===== src/rtl/bpu_bias_pkg.sv =====
// Shared types and helpers for the bias-table update controller.
package bpu_bias_pkg;

  localparam int unsigned DEF_TABLE_DEPTH = 1024;
  localparam int unsigned IDX_W = $clog2(DEF_TABLE_DEPTH);
  localparam int unsigned W_W = 2;
  localparam logic [W_W-1:0] W_MAX = 2'd3;
  localparam logic [W_W-1:0] W_MIN = 2'd0;

  typedef struct packed {
    logic [IDX_W-1:0] index;
    logic             taken;
  } upd_entry_t;

  typedef enum logic [2:0] {INIT, IDLE, RD, WT, WR} ctrl_state_t;

  function automatic logic [W_W-1:0] sat_update(input logic [W_W-1:0] weight,
                                               input logic taken);
    logic [W_W-1:0] w_res;
    if (taken) w_res = (weight == W_MAX) ? weight : weight + 1'b1;
    else       w_res = (weight == W_MIN) ? weight : weight - 1'b1;
    return w_res;
  endfunction

endpackage


===== src/rtl/bias_upd_fifo.sv =====
// Small synchronous queue of pending bias updates; pointers carry an extra wrap bit.
module bias_upd_fifo
  import bpu_bias_pkg::*;
#(
  parameter int unsigned DEPTH = 4
) (
  input  logic       i_clk,
  input  logic       i_rst_n,
  input  logic       i_push,
  input  upd_entry_t i_data,
  input  logic       i_pop,
  output upd_entry_t o_head,
  output logic       o_full,
  output logic       o_empty
);

  localparam int unsigned AW = $clog2(DEPTH);

  logic [AW:0] r_wr_ptr;
  logic [AW:0] r_rd_ptr;
  upd_entry_t  r_mem [DEPTH];
  logic        w_push;
  logic        w_pop;

  assign o_empty = (r_wr_ptr == r_rd_ptr);
  assign o_full  = (r_wr_ptr[AW] != r_rd_ptr[AW]) &&
                   (r_wr_ptr[AW-1:0] == r_rd_ptr[AW-1:0]);
  assign w_push  = i_push & ~o_full;
  assign w_pop   = i_pop & ~o_empty;
  assign o_head  = r_mem[r_rd_ptr[AW-1:0]];

  always_ff @(posedge i_clk or negedge i_rst_n) begin
    if (!i_rst_n) begin
      r_wr_ptr <= '0;
      r_rd_ptr <= '0;
    end else begin
      if (w_push) r_wr_ptr <= r_wr_ptr + 1'b1;
      if (w_pop)  r_rd_ptr <= r_rd_ptr + 1'b1;
    end
  end

  always_ff @(posedge i_clk) begin
    if (w_push) r_mem[r_wr_ptr[AW-1:0]] <= i_data;
  end

endmodule


===== src/rtl/bias_update_ctrl.sv =====
// Bias-table training sequencer: init sweep, then queued read-modify-write updates
// sharing the single table read port with fetch.
//   state | meaning
//   INIT  | sweeping every entry to INIT_WEIGHT
//   IDLE  | waiting for a queued update
//   RD    | update competing with fetch for the read port
//   WT    | table read in flight, weight captured at end of cycle
//   WR    | saturated weight written back
module bias_update_ctrl
  import bpu_bias_pkg::*;
#(
  parameter int unsigned     TABLE_DEPTH  = DEF_TABLE_DEPTH,
  parameter int unsigned     FIFO_DEPTH   = 4,
  parameter int unsigned     STARVE_LIMIT = 8,
  parameter logic [W_W-1:0]  INIT_WEIGHT  = 2'b01
) (
  input  logic             i_clk,
  input  logic             i_rst_n,
  input  logic             i_upd_valid,
  output logic             o_upd_ready,
  input  logic [IDX_W-1:0] i_upd_index,
  input  logic             i_upd_taken,
  input  logic             i_pred_req,
  input  logic [IDX_W-1:0] i_pred_index,
  output logic             o_pred_stall,
  output logic [IDX_W-1:0] o_tbl_index,
  input  logic [W_W-1:0]   i_tbl_weight,
  output logic             o_tbl_wr_en,
  output logic [IDX_W-1:0] o_tbl_wr_index,
  output logic [W_W-1:0]   o_tbl_wr_weight,
  output logic             o_init_done
);

  localparam int unsigned      STV_W      = $clog2(STARVE_LIMIT + 1);
  localparam logic [IDX_W-1:0] SWEEP_LAST = IDX_W'(TABLE_DEPTH - 1);
  localparam logic [STV_W-1:0] STARVE_TC  = STV_W'(STARVE_LIMIT);

  ctrl_state_t      r_state, w_state_nxt;
  logic [IDX_W-1:0] r_sweep, w_sweep_nxt;
  logic [STV_W-1:0] r_starve, w_starve_nxt;
  upd_entry_t       r_inflight, w_inflight_nxt;
  logic [W_W-1:0]   r_weight, w_weight_nxt;
  logic             r_pred_stall, w_pred_stall_nxt;
  logic [IDX_W-1:0] r_tbl_index, w_tbl_index_nxt;
  logic             r_wr_en, w_wr_en_nxt;
  logic [IDX_W-1:0] r_wr_index, w_wr_index_nxt;
  logic [W_W-1:0]   r_wr_weight, w_wr_weight_nxt;
  logic             r_init_done, w_init_done_nxt;

  upd_entry_t       w_upd_in;
  upd_entry_t       w_head;
  logic             w_push;
  logic             w_pop;
  logic             w_full;
  logic             w_empty;

  assign w_upd_in.index = i_upd_index;
  assign w_upd_in.taken = i_upd_taken;
  assign o_upd_ready    = r_init_done & ~w_full;
  assign w_push         = i_upd_valid & o_upd_ready;

  bias_upd_fifo #(.DEPTH(FIFO_DEPTH)) u_fifo (
    .i_clk   (i_clk),
    .i_rst_n (i_rst_n),
    .i_push  (w_push),
    .i_data  (w_upd_in),
    .i_pop   (w_pop),
    .o_head  (w_head),
    .o_full  (w_full),
    .o_empty (w_empty)
  );

  always_comb begin
    w_state_nxt      = r_state;
    w_sweep_nxt      = r_sweep;
    w_starve_nxt     = r_starve;
    w_inflight_nxt   = r_inflight;
    w_weight_nxt     = r_weight;
    w_pred_stall_nxt = 1'b0;
    w_tbl_index_nxt  = i_pred_index;
    w_wr_en_nxt      = 1'b0;
    w_wr_index_nxt   = r_wr_index;
    w_wr_weight_nxt  = r_wr_weight;
    w_init_done_nxt  = 1'b1;
    w_pop            = 1'b0;

    case (r_state)
      INIT: begin
        w_pred_stall_nxt = 1'b1;
        w_tbl_index_nxt  = r_tbl_index;
        w_init_done_nxt  = 1'b0;
        w_wr_en_nxt      = 1'b1;
        w_wr_index_nxt   = r_sweep;
        w_wr_weight_nxt  = INIT_WEIGHT;
        w_sweep_nxt      = r_sweep + 1'b1;
        if (r_sweep == SWEEP_LAST) w_state_nxt = IDLE;
      end
      IDLE: begin
        if (!w_empty) begin
          w_pop          = 1'b1;
          w_inflight_nxt = w_head;
          w_state_nxt    = RD;
        end
      end
      RD: begin
        // Fetch wins until the update has lost STARVE_LIMIT times in a row.
        if (!i_pred_req || (r_starve == STARVE_TC)) begin
          w_tbl_index_nxt  = r_inflight.index;
          w_pred_stall_nxt = i_pred_req;
          w_starve_nxt     = '0;
          w_state_nxt      = WT;
        end else begin
          w_starve_nxt = r_starve + 1'b1;
        end
      end
      WT: begin
        w_weight_nxt = i_tbl_weight;
        w_state_nxt  = WR;
      end
      WR: begin
        w_wr_en_nxt     = 1'b1;
        w_wr_index_nxt  = r_inflight.index;
        w_wr_weight_nxt = sat_update(r_weight, r_inflight.taken);
        if (!w_empty) begin
          w_pop          = 1'b1;
          w_inflight_nxt = w_head;
          w_state_nxt    = RD;
        end else begin
          w_state_nxt = IDLE;
        end
      end
      default: w_state_nxt = INIT;
    endcase
  end

  always_ff @(posedge i_clk or negedge i_rst_n) begin
    if (!i_rst_n) begin
      r_state      <= INIT;
      r_sweep      <= '0;
      r_starve     <= '0;
      r_inflight   <= '0;
      r_weight     <= '0;
      r_pred_stall <= 1'b1;
      r_tbl_index  <= '0;
      r_wr_en      <= 1'b0;
      r_wr_index   <= '0;
      r_wr_weight  <= '0;
      r_init_done  <= 1'b0;
    end else begin
      r_state      <= w_state_nxt;
      r_sweep      <= w_sweep_nxt;
      r_starve     <= w_starve_nxt;
      r_inflight   <= w_inflight_nxt;
      r_weight     <= w_weight_nxt;
      r_pred_stall <= w_pred_stall_nxt;
      r_tbl_index  <= w_tbl_index_nxt;
      r_wr_en      <= w_wr_en_nxt;
      r_wr_index   <= w_wr_index_nxt;
      r_wr_weight  <= w_wr_weight_nxt;
      r_init_done  <= w_init_done_nxt;
    end
  end

  assign o_pred_stall    = r_pred_stall;
  assign o_tbl_index     = r_tbl_index;
  assign o_tbl_wr_en     = r_wr_en;
  assign o_tbl_wr_index  = r_wr_index;
  assign o_tbl_wr_weight = r_wr_weight;
  assign o_init_done     = r_init_done;

endmodule


===== config.mk =====
export PLATFORM = sky130hd
export DESIGN_NAME = bias_update_ctrl
export DESIGN_NICKNAME = d
export VERILOG_FILES = /design/src/rtl/bpu_bias_pkg.sv /design/src/rtl/bias_upd_fifo.sv /design/src/rtl/bias_update_ctrl.sv
export SDC_FILE = /design/constraint.sdc
export NUM_CORES = 1
export LEC_CHECK = 0
export BUFFER_PORTS_ARGS = -buffer_cell sky130_fd_sc_hd__buf_2
export CAP_MARGIN = 20
export CORE_ASPECT_RATIO = 1.1
export CORE_MARGIN = 5
export CORE_UTILIZATION = 30
export CTS_CLUSTER_SIZE = 30
export DETAILED_ROUTE_END_ITERATION = 16
export GPL_ROUTABILITY_DRIVEN = 0
export SYNTH_ARGS = -nofsm -noshare
export SYNTH_HDL_FRONTEND = slang
export SYNTH_SLANG_ARGS = --single-unit
export TNS_END_PERCENT = 30

===== constraint.sdc =====
create_clock -name i_clk -period 2.6 [get_ports i_clk]
set_clock_uncertainty 0.15 [all_clocks]
set_input_delay 0.26 -clock i_clk [delete_from_list [all_inputs] [get_ports i_clk]]
set_output_delay 0.26 -clock i_clk [all_outputs]
set_load 0.01 [all_outputs]

==> Yosys cells after proc, flatten, opt, wreduce, memory -nomap -nowiden <==
Memory sizes are Yosys's and may differ from the RTL's. A register that Yosys moved wholly into a read port is not among the register bits.
Cells that the tools add are included.
{ "totals": {"reg_bits": 50, "latchBits": 0, "mem_bits_rw": 44, "rom_bits": 0, "out_inout_bits": 26, "word_cells": 70, "mem_count": 1} }
{ "classes": {"add_sub_neg": 6, "mul": 0, "div_mod_pow": 0, "magnitude_cmp": 0, "eq_ne": 13, "n_shift": 0, "muxes": 21, "bitwise_logic": 6, "reduce_logical": 11} }
{ "mem_list": {"columns": ["name", "depth", "width", "rd", "rd_ports_with_merged_regs", "wr", "line_no", "rtl"], "rows": [
  ["u_fifo.r_mem", 4, 11, 1, 1, 1, "bias_upd_fifo.sv:21", "upd_entry_t r_mem [DEPTH];"]
]} }
{ "ops": {"columns": ["cell", "n"], "rows": [
  ["$pmux 10 s2", 2],
  ["$pmux 3 s5", 1],
  ["$add 10x1->10 const B", 1],
  ["$eq 10x10->1 const B", 1],
  ["$mux 10", 1],
  ["$mux 3", 3],
  ["$mux 2", 4],
  ["$mux 1", 7],
  ["$add 3x1->3 const B", 2],
  ["$eq 3x2->1 const B", 2],
  ["$ne 2x2->1 const B", 3],
  ["$add 4x1->4 const B", 1],
  ["$and 1x1->1", 4],
  ["$eq 4x4->1 const B", 1],
  ["$mux 4", 1],
  ["$pmux 2 s2", 1],
  ["$reduce_or 2->1", 2],
  ["$eq 3x1->1 const B", 1],
  ["$eq 3x3->1", 1],
  ["$eq 3x3->1 const B", 1],
  ["$logic_not 3->1", 1],
  ["$reduce_and 3->1", 1],
  ["$add 2x1->2 const B", 1],
  ["$eq 2x2->1", 1],
  ["other kinds (11)", 13]
]} }

==> Depth between registers and ports, before layout <==
Gate-level depths: netlist of run 1.
{ "logic_depth": {"ltp_word": 8, "mapped_depth": 7, "ltp_nobuf": 6} }

==> By module <==
From an unflattened synthesis of run 1, not the netlist that was laid out.
{ "unflattened": {"hier_cells": 323, "area_unflattened_um2": 4554.4} }
{ "modules_own_cells": {"columns": ["mod", "instances", "cells_each", "area_per_inst_um2"], "rows": [
  ["bias_update_ctrl", 1, 216, 2469.9],
  ["bias_upd_fifo", 1, 107, 2084.5]
]} }

==> Least setup slack after synthesis of run 1 <==
Ideal clock, no wire load.
{ "synth_timing": {"path_kind": "reg-to-reg", "from": "register u_fifo.r_rd_ptr[1]", "to": "memory u_fifo.r_mem[3][0] (netlist name), enable pin", "t_arrival_ns": 1.363, "required_time_ns": 2.093, "setup_slack_ns": 0.731, "path_stages_with_launch": 4, "synth_period_minus_slack_ns": 1.869, "path_cell_list": "dfrtp_1 -> xnor2_1 -> a31oi_2 -> and3_1"} }
{ "synth_via": {"elab_chain_cells": 8} }
{ "synth_rtl": {"columns": ["element", "line_no", "rtl"], "rows": [
  ["start: declaration", "bias_upd_fifo.sv:20", "logic [AW:0] r_rd_ptr;"],
  ["start signal: assignment", "bias_upd_fifo.sv:38", "if (w_pop) r_rd_ptr <= r_rd_ptr + 1'b1;"],
  ["$eq 2x2->1", "bias_upd_fifo.sv:27", "(r_wr_ptr[AW-1:0] == r_rd_ptr[AW-1:0]);"],
  ["$logic_and 1x1->1", "bias_upd_fifo.sv:26", "assign o_full = (r_wr_ptr[AW] != r_rd_ptr[AW]) &&"],
  ["$not 1->1", "bias_update_ctrl.sv:59", "assign o_upd_ready = r_init_done & ~w_full;"],
  ["$and 1x1->1", "bias_update_ctrl.sv:59", null],
  ["named net o_upd_ready", "bias_update_ctrl.sv:20", "output logic o_upd_ready,"],
  ["$and 1x1->1", "bias_update_ctrl.sv:60", "assign w_push = i_upd_valid & o_upd_ready;"],
  ["$and 1x1->1", "bias_upd_fifo.sv:28", "assign w_push = i_push & ~o_full;"],
  ["$mux 1", "bias_upd_fifo.sv:43", "if (w_push) r_mem[r_wr_ptr[AW-1:0]] <= i_data;"],
  ["$mux 1 (implied by the code)", "bias_upd_fifo.sv:43", null],
  ["end: declaration", "bias_upd_fifo.sv:21", null]
]} }
The timed path passes the listed nets, and every way through them passes these cells.

==> Worst setup path in the final report of run 1 <==
{ "layout_timing": {"from": "register u_fifo.r_wr_ptr[1]", "to": "memory u_fifo.r_mem[1][5] (netlist name), enable pin"} }
{ "layout_via": {"elab_chain_cells": 8} }
{ "layout_rtl": {"columns": ["element", "line_no", "rtl"], "rows": [
  ["start: declaration", "bias_upd_fifo.sv:19", "logic [AW:0] r_wr_ptr;"],
  ["start signal: assignment", "bias_upd_fifo.sv:37", "if (w_push) r_wr_ptr <= r_wr_ptr + 1'b1;"],
  ["$eq 2x2->1", "bias_upd_fifo.sv:27", null],
  ["$logic_and 1x1->1", "bias_upd_fifo.sv:26", null],
  ["$not 1->1", "bias_upd_fifo.sv:28, bias_update_ctrl.sv:59", null],
  ["$and 1x1->1", "bias_update_ctrl.sv:59", null],
  ["$and 1x1->1", "bias_update_ctrl.sv:60", null],
  ["$and 1x1->1", "bias_upd_fifo.sv:28", null],
  ["$mux 1", "bias_upd_fifo.sv:43", null],
  ["$mux 1 (implied by the code)", "bias_upd_fifo.sv:43", null]
]} }
Parallel ways exist; a longest one is shown, timed or not.

==> impl_metrics.toml, run 1 <==
[route]
ant_nets = 0
routed_wl_mm = 8.635
drt_iter0_drc = 161
wire_per_inst_um = 15.26
drt-pass1-iter-count = 4
drcViolationCount = 0
vias = 2520
vias_per_cell = 4.452

[critical_path]
cp_cell_sequence = "xnor2_1 -> a31oi_2 -> and3_1"
path_class = "reg -> reg"
cp_max_fo = 11
crit_path_end_kind = "flop"
cp_slowest_cell = "and3_1"
arrival_ns = 1.86
critPathMaxStageDelay_ns = 0.59
critical_path_required_ns = 2.42
critPathLaunchType = "flop"

[clock_tree]
clock_latency_ns = 0.34
clk_pin_slew_worst_paths_ns = 0.06
clockBufferDepth = 2
h-tree-depth = 3
post_cts_resized = 0
tritoncts = "yes"
post_cts_buffers = 0
clock-sinks = 105
cts_made_buffers = 9
cts_root_buf = "clkbuf_16"

[finish]
fillers = 1420
regArea_um2 = 2849
drive_above_1_share = 0.2888
diodes = 0
multi_input_area_um2 = 1485
area_delta_synth_final_pct = 19.73
design_area_um2 = 5315
fin_nets = 404

[power_and_ir_drop]
pwr-share-clk = 0.422
peakVddDrop_mv = 0.3212
seqPwrFrac = 0.556
switchingPower_mw = 0.5957
share_comb_of_total_power = 0.023
leakagePower_nw = 2.243
p_int_mw = 2.520
switching_share = 0.1912
cellPowerDensity_nw_per_um2 = 586.2

[logic_synthesis]
ys_warn_count = 0
synth_commonest_cells = "60 x dfrtp_1, 44 x edfxtp_1, 26 x nand2_1"
post-synth-top-count-cell = "dfrtp_1"
synthCells = 302
syn-mean-instance-area_um2 = 14.70
yosysSeqAreaShare = 0.6418
yosysTopAreaCellShare = 0.3382
synth_area_leaders = "dfrtp_1 34%, edfxtp_1 30%, mux4_2 5.1%, mux2i_1 4.5%, mux2_4 2.7%"
async_reset_ff_frac = 0.5810
synth_edf_count = 44
synthFlopType = "dfrtp_1"
ys_seq_elements = 105
synth_top_area_cell = "dfrtp_1"
syn-num-nets = 337
ys_types = 46
netlist_area_um2 = 4439

[grt]
use_met2 = 0.1638
grt_use_total = 0.1049
grt_pass1_wl_mm = 14.26
overflow = 0
grt_max_degree = 33
top_usage_layer = "met2"
first_global_vias = 2666
grt_use_met3 = 0.02482
grt_use_met1 = 0.1409
antenna_found_initial = 0

[sta]
fin_crit_sh = 0.7838
hold_viol = 0
period_needed_ns = 2.038
tightest_slew_ns = 0.7369
fin_setup_tns_ns = 0
drv_slew = 0
relSlewSlack = 0.5087
setup_viol = 0
fmax_ghz = 0.4907
rsz0062_at_grt = "no"

[status]
status = "completed"

[min_path]
hp-class = "in -> reg"

[floorplan]
row_count = 46
coreArea_um2 = 14500
io-pin-count = 53
die_x_um = 126.0
design.die.area_um2 = 17330
die_h_um = 137.6
initial_core_util = 0.3061

[placed_design]
io_buffers = 52
dpl_cell_area_um2 = 4930
dp_hpwl_mm = 6.400

[run]
cap_viol_max_count = 0
what timing repair did:
item | 4_1_cts | 5_1_grt
hold buffers | 9 | 0
endpoints found under the hold margin | 57 | 0
setup endpoints to repair | 0 | 0
critical path: cells and delay by family (launching register included):
family / cells / cell delay [ns]
simple gates: 1 / 0.59
flops: 1 / 0.43
compound gates: 1 / 0.29
xor+xnor: 1 / 0.20
routing by layer:
layer | part of all wire | wire, µm | vias to the layer above
li1 | - | - | 1230
met1 | 0.47 | 4073 | 1231
met2 | 0.47 | 4023 | 45
met3 | 0.044 | 376 | 14
met4 | 0.019 | 162 | 0
met5 | 0 | 0 | -
final timing paths:
check                      cells after the start                           end  slack (ns)                           start
max                                            3  u_fifo.r_mem[1][5]$_DFFE_PP_        0.56  u_fifo.r_wr_ptr[1]$_DFFE_PN0P_
min reg2reg                                    2    o_tbl_index[4]$_DFFE_PN0N_        0.33      o_tbl_index[4]$_DFFE_PN0N_
max reg2reg                                    3  u_fifo.r_mem[1][5]$_DFFE_PP_        0.56  u_fifo.r_wr_ptr[1]$_DFFE_PN0P_
max in group asynchronous                      3     r_inflight[6]$_DFFE_PN0P_        1.31                         i_rst_n
min in group asynchronous                      2       r_starve[2]$_DFFE_PN0N_        0.37                         i_rst_n
min                                            1  u_fifo.r_mem[2][9]$_DFFE_PP_       0.002                  i_upd_index[8]
flip-flops by register name, summed over array words and instances (netlist names):
signal           count
u_fifo.r_mem        44
r_inflight          11
o_tbl_index         10
o_tbl_wr_index      10
r_sweep             10
r_starve             4
r_state              3
u_fifo.r_rd_ptr      3
u_fifo.r_wr_ptr      3
o_tbl_wr_weight      2
r_weight             2
o_init_done          1
o_pred_stall         1
o_tbl_wr_en          1
stage by stage:
step / util / setup WS [ns] / power, mW / hold WS, ns / std cells
floorplan: - / 0.7306 / 1.773 / -0.1856 / 302
global placement: 0.3399 / 0.6110 / 1.827 / 0.2175 / 541
detailed placement: 0.3399 / 0.5561 / 1.828 / 0.2231 / 541
CTS: 0.3665 / 0.5370 / 3.160 / 0.0001015 / 566
global route: 0.3665 / 0.4038 / 3.233 / 0.001700 / 566
finish: 0.3665 / 0.5621 / 3.116 / 0.001776 / 566
layout make-up:
class,count,share of cell area
repair buffers,68,0.07815
clock buffers,15,0.05438
clock inverters,1,0.001177
well taps,192,0.04520
multi-input cells,177,0.2794
inverters,8,0.005650
flip-flops and latches,105,0.5360
power groups by stage:
stage	logic, mW	clock network [mW]	registers (mW)
finish	0.0709	1.31	1.73
global route	0.0809	1.42	1.73
CTS	0.0738	1.36	1.73
detailed placement	0.0630	0	1.76
global placement	0.0622	0	1.76
floorplan	0.00803	0	1.77
kinds of logic after synthesis:
logic type | after synthesis | synth area share
simple gates | 66 | 0.07525
xor+xnor | 18 | 0.03551
flops | 105 | 0.6418
mux | 46 | 0.1466
fa+ha+maj | 9 | 0.02480
buf+inv | 20 | 0.02368
compound gates | 38 | 0.05243
cell usage in the layout, fill, tap and decap left out, types with 5 or more instances in the layout:
master,n
dlygate4sd3_1,9
buf_4,6
a21oi_1,11
dfrtp_1,60
nand2_1,26
xnor2_1,12
clkbuf_16,9
o21ai_0,6
inv_1,7
mux2_4,8
edfxtp_1,44
buf_2,52
and3_1,6
nor2_1,14
nand3_1,5
mux2i_1,20
mux4_2,10
mux2_2,7
o21ai_1,10
ha_1,8
xor2_1,6
Power figures use the tool's default switching activity.
==> run 2: changes to the inputs <==
- ABC_AREA: not set -> 1
- clock period: 2.6 -> 2.02 ns (I/O delays scaled with it)
==> impl_metrics.toml, run 2 <==
[floorplan]
initial_core_util = 0.3036
coreArea_um2 = 15000
design.die.area_um2 = 17740
die_x_um = 127.5
row_count = 47
io-pin-count = 53
die_h_um = 139.2

[grt]
overflow = 0
first_global_vias = 3293
grt_pass1_wl_mm = 16.22
grt_max_degree = 59
grt_use_total = 0.1134
antenna_found_initial = 0

[clock_tree]
cts_root_buf = "clkbuf_16"
clock-sinks = 105
tritoncts = "yes"
h-tree-depth = 3
clock_latency_ns = 0.34
post_cts_buffers = 0
cts_made_buffers = 9
clk_pin_slew_worst_paths_ns = 0.06
clockBufferDepth = 2

[sta]
fin_setup_tns_ns = 0
fmax_ghz = 0.5287
hold_viol = 0
rsz0062_at_grt = "no"
tightest_slew_ns = 0.4989
setup_viol = 0
fin_crit_sh = 0.9364
period_needed_ns = 1.891
drv_slew = 0
relSlewSlack = 0.6649

[status]
status = "completed"

[finish]
area_delta_synth_final_pct = 23.25
drive_above_1_share = 0.1896
fillers = 1495
fin_nets = 568
diodes = 0
final_cell_mix = "123 x nand2_1, 60 x dfrtp_1, 52 x buf_2"
layout_commonest_cell = "nand2_1"
largest_register_ffs = 44

[logic_synthesis]
syn-mean-instance-area_um2 = 10.16
netlist_area_um2 = 4553
ys_warn_count = 0
yosysSeqAreaShare = 0.6257
synth_edf_count = 44
async_reset_ff_frac = 0.5810
synth_top_area_cell = "dfrtp_1"
synthCells = 448
post-synth-top-count-cell = "nand2_1"
synthFlopType = "dfrtp_1"
ys_types = 34
yosysTopAreaCellShare = 0.3298
synth_area_leaders = "dfrtp_1 33%, edfxtp_1 29%, nand2_1 10%, nor2_1 3.9%, o21ai_0 3.3%"
syn-num-nets = 483
ys_seq_elements = 105
synth_commonest_cells = "123 x nand2_1, 60 x dfrtp_1, 47 x nor2_1"

[route]
wl_met3_um = 177
routed_wl_mm = 9.797
route.met2.wl_mm = 4.958
drt-pass1-iter-count = 4
drcViolationCount = 0
vias_per_cell = 4.482
drt-met1-wl_mm = 4.458
vias = 3290
ant_nets = 0
drt_iter0_drc = 126
topRoutingLayerUsed = "met4"
wire_per_inst_um = 13.35

[power_and_ir_drop]
cellPowerDensity_nw_per_um2 = 1423
peakVddDrop_mv = 0.6000
leakagePower_nw = 2.465
seqPwrFrac = 0.419
total_power_mw = 7.985
pwr-share-clk = 0.205
switching_share = 0.3923
share_comb_of_total_power = 0.376
p_int_mw = 4.853
switchingPower_mw = 3.132

[critical_path]
critPathMaxStageDelay_ns = 0.43
rrSetupSlack_ns = 0.17
cp_slowest_cell = "dfrtp_1"
cp_max_fo = 5
crit_path_end_kind = "output port"
arrival_ns = 1.54
path_class = "reg -> out"
cp_cell_sequence = "inv_1 -> nand2_1 -> nand2_1 -> nand4_1 -> nand2_1 -> inv_1 -> buf_2"
critPathLaunchType = "flop"
critical_path_required_ns = 1.67
path_common_cell = "nand2_1"

[run]
cap_viol_max_count = 0

[min_path]
hp-class = "in -> reg"

[placed_design]
io_buffers = 52
dp_hpwl_mm = 7.263
==> run 2: cell types whose count changed after synthesis, sizes merged, moves of 11 or more <==
cell | before | now
mux2 | 15 | 0
o21ai | 16 | 33
nor2 | 14 | 50
inv | 8 | 38
mux2i | 20 | 0
nand2 | 27 | 128
mux4 | 11 | 0
==> run 2: cell type report <==
class,instances,area (µm²),share of cell area
Inverter,39,152.6,0.02720
Tap cell,196,245.2,0.04370
Clock buffer,9,225.2,0.04013
Clock inverter,7,53.80,0.009588
Multi-Input combinational cell,288,1465,0.2611
Sequential cell,105,2849,0.5077
Timing Repair Buffer,90,620.6,0.1106
==> run 2: path summary, 6_finish.rpt <==
check,start,endpoint,depth (start not counted)
setup / recovery,u_fifo.r_wr_ptr[0]$_DFFE_PN0P_,o_upd_ready,7
hold / removal,i_upd_valid,u_fifo.r_wr_ptr[0]$_DFFE_PN0P_,3
setup reg to reg,u_fifo.r_wr_ptr[0]$_DFFE_PN0P_,u_fifo.r_mem[1][9]$_DFFE_PP_,7
hold reg to reg,u_fifo.r_rd_ptr[2]$_DFFE_PN0P_,u_fifo.r_rd_ptr[2]$_DFFE_PN0P_,2
max in group asynchronous,i_rst_n,o_pred_stall$_DFF_PN1_,3
min in group asynchronous,i_rst_n,u_fifo.r_wr_ptr[0]$_DFFE_PN0P_,2
==> run 2: power by group through the flow <==
| stage | sequential, mW | combinational (mW) | clock [mW] |
|---|---|---|---|
| detailed placement | 3.40 | 3.02 | 0 |
| CTS | 3.36 | 3.07 | 1.68 |
| floorplan | 3.40 | 2.04 | 0 |
| global route | 3.43 | 3.43 | 1.75 |
| finish | 3.34 | 3.00 | 1.64 |
| global placement | 3.38 | 2.97 | 0 |
==> run 2: metrics by stage <==
stage,hold slack [ns],cells,utilization,setup slack (ns),cell area (µm²)
5_1_grt,0.02227,734,0.3742,0.02807,5612
3_3_place_gp,-0.1275,693,0.3389,0.2219,5082
3_5_place_dp,-0.1214,693,0.3389,0.1598,5082
6_report,0.01477,734,0.3742,0.1285,5612
4_1_cts,0.009248,734,0.3742,0.1117,5612
2_1_floorplan,-0.2436,448,-,0.06150,4553
==> run 2: routing by layer <==
metal | up-vias | track usage
met3 | 14 | 0.01533
li1 | 1661 | -
met5 | - | 0
met1 | 1573 | 0.1483
met2 | 42 | 0.1888
met4 | 0 | 0.04743
==> run 2: what timing repair did <==
item / CTS / global route
setup endpoints to repair: 0 / 0
hold endpoints to repair: 117 / 0
hold buffers: 25 / 0
gates resized for setup: 0 / 0
==> run 2: logic make-up (layout without fill, tap and decap cells) <==
family,count (synthesis),in the layout,synth area share
AO/OA/AOI/OAI,66,66,0.08354
buffers and inverters,55,145,0.05248
AND/OR/NAND/NOR,204,204,0.1970
adder cells (fa/ha/maj),8,8,0.02198
flip-flops,105,105,0.6257
XOR/XNOR,10,10,0.01924
==> run 2: worst max-delay path: cells and delay by family, from the launching register on <==
family / cells / cell delay (ns)
simple gates: 4 / 0.48
flops: 1 / 0.43
buf+inv: 3 / 0.31
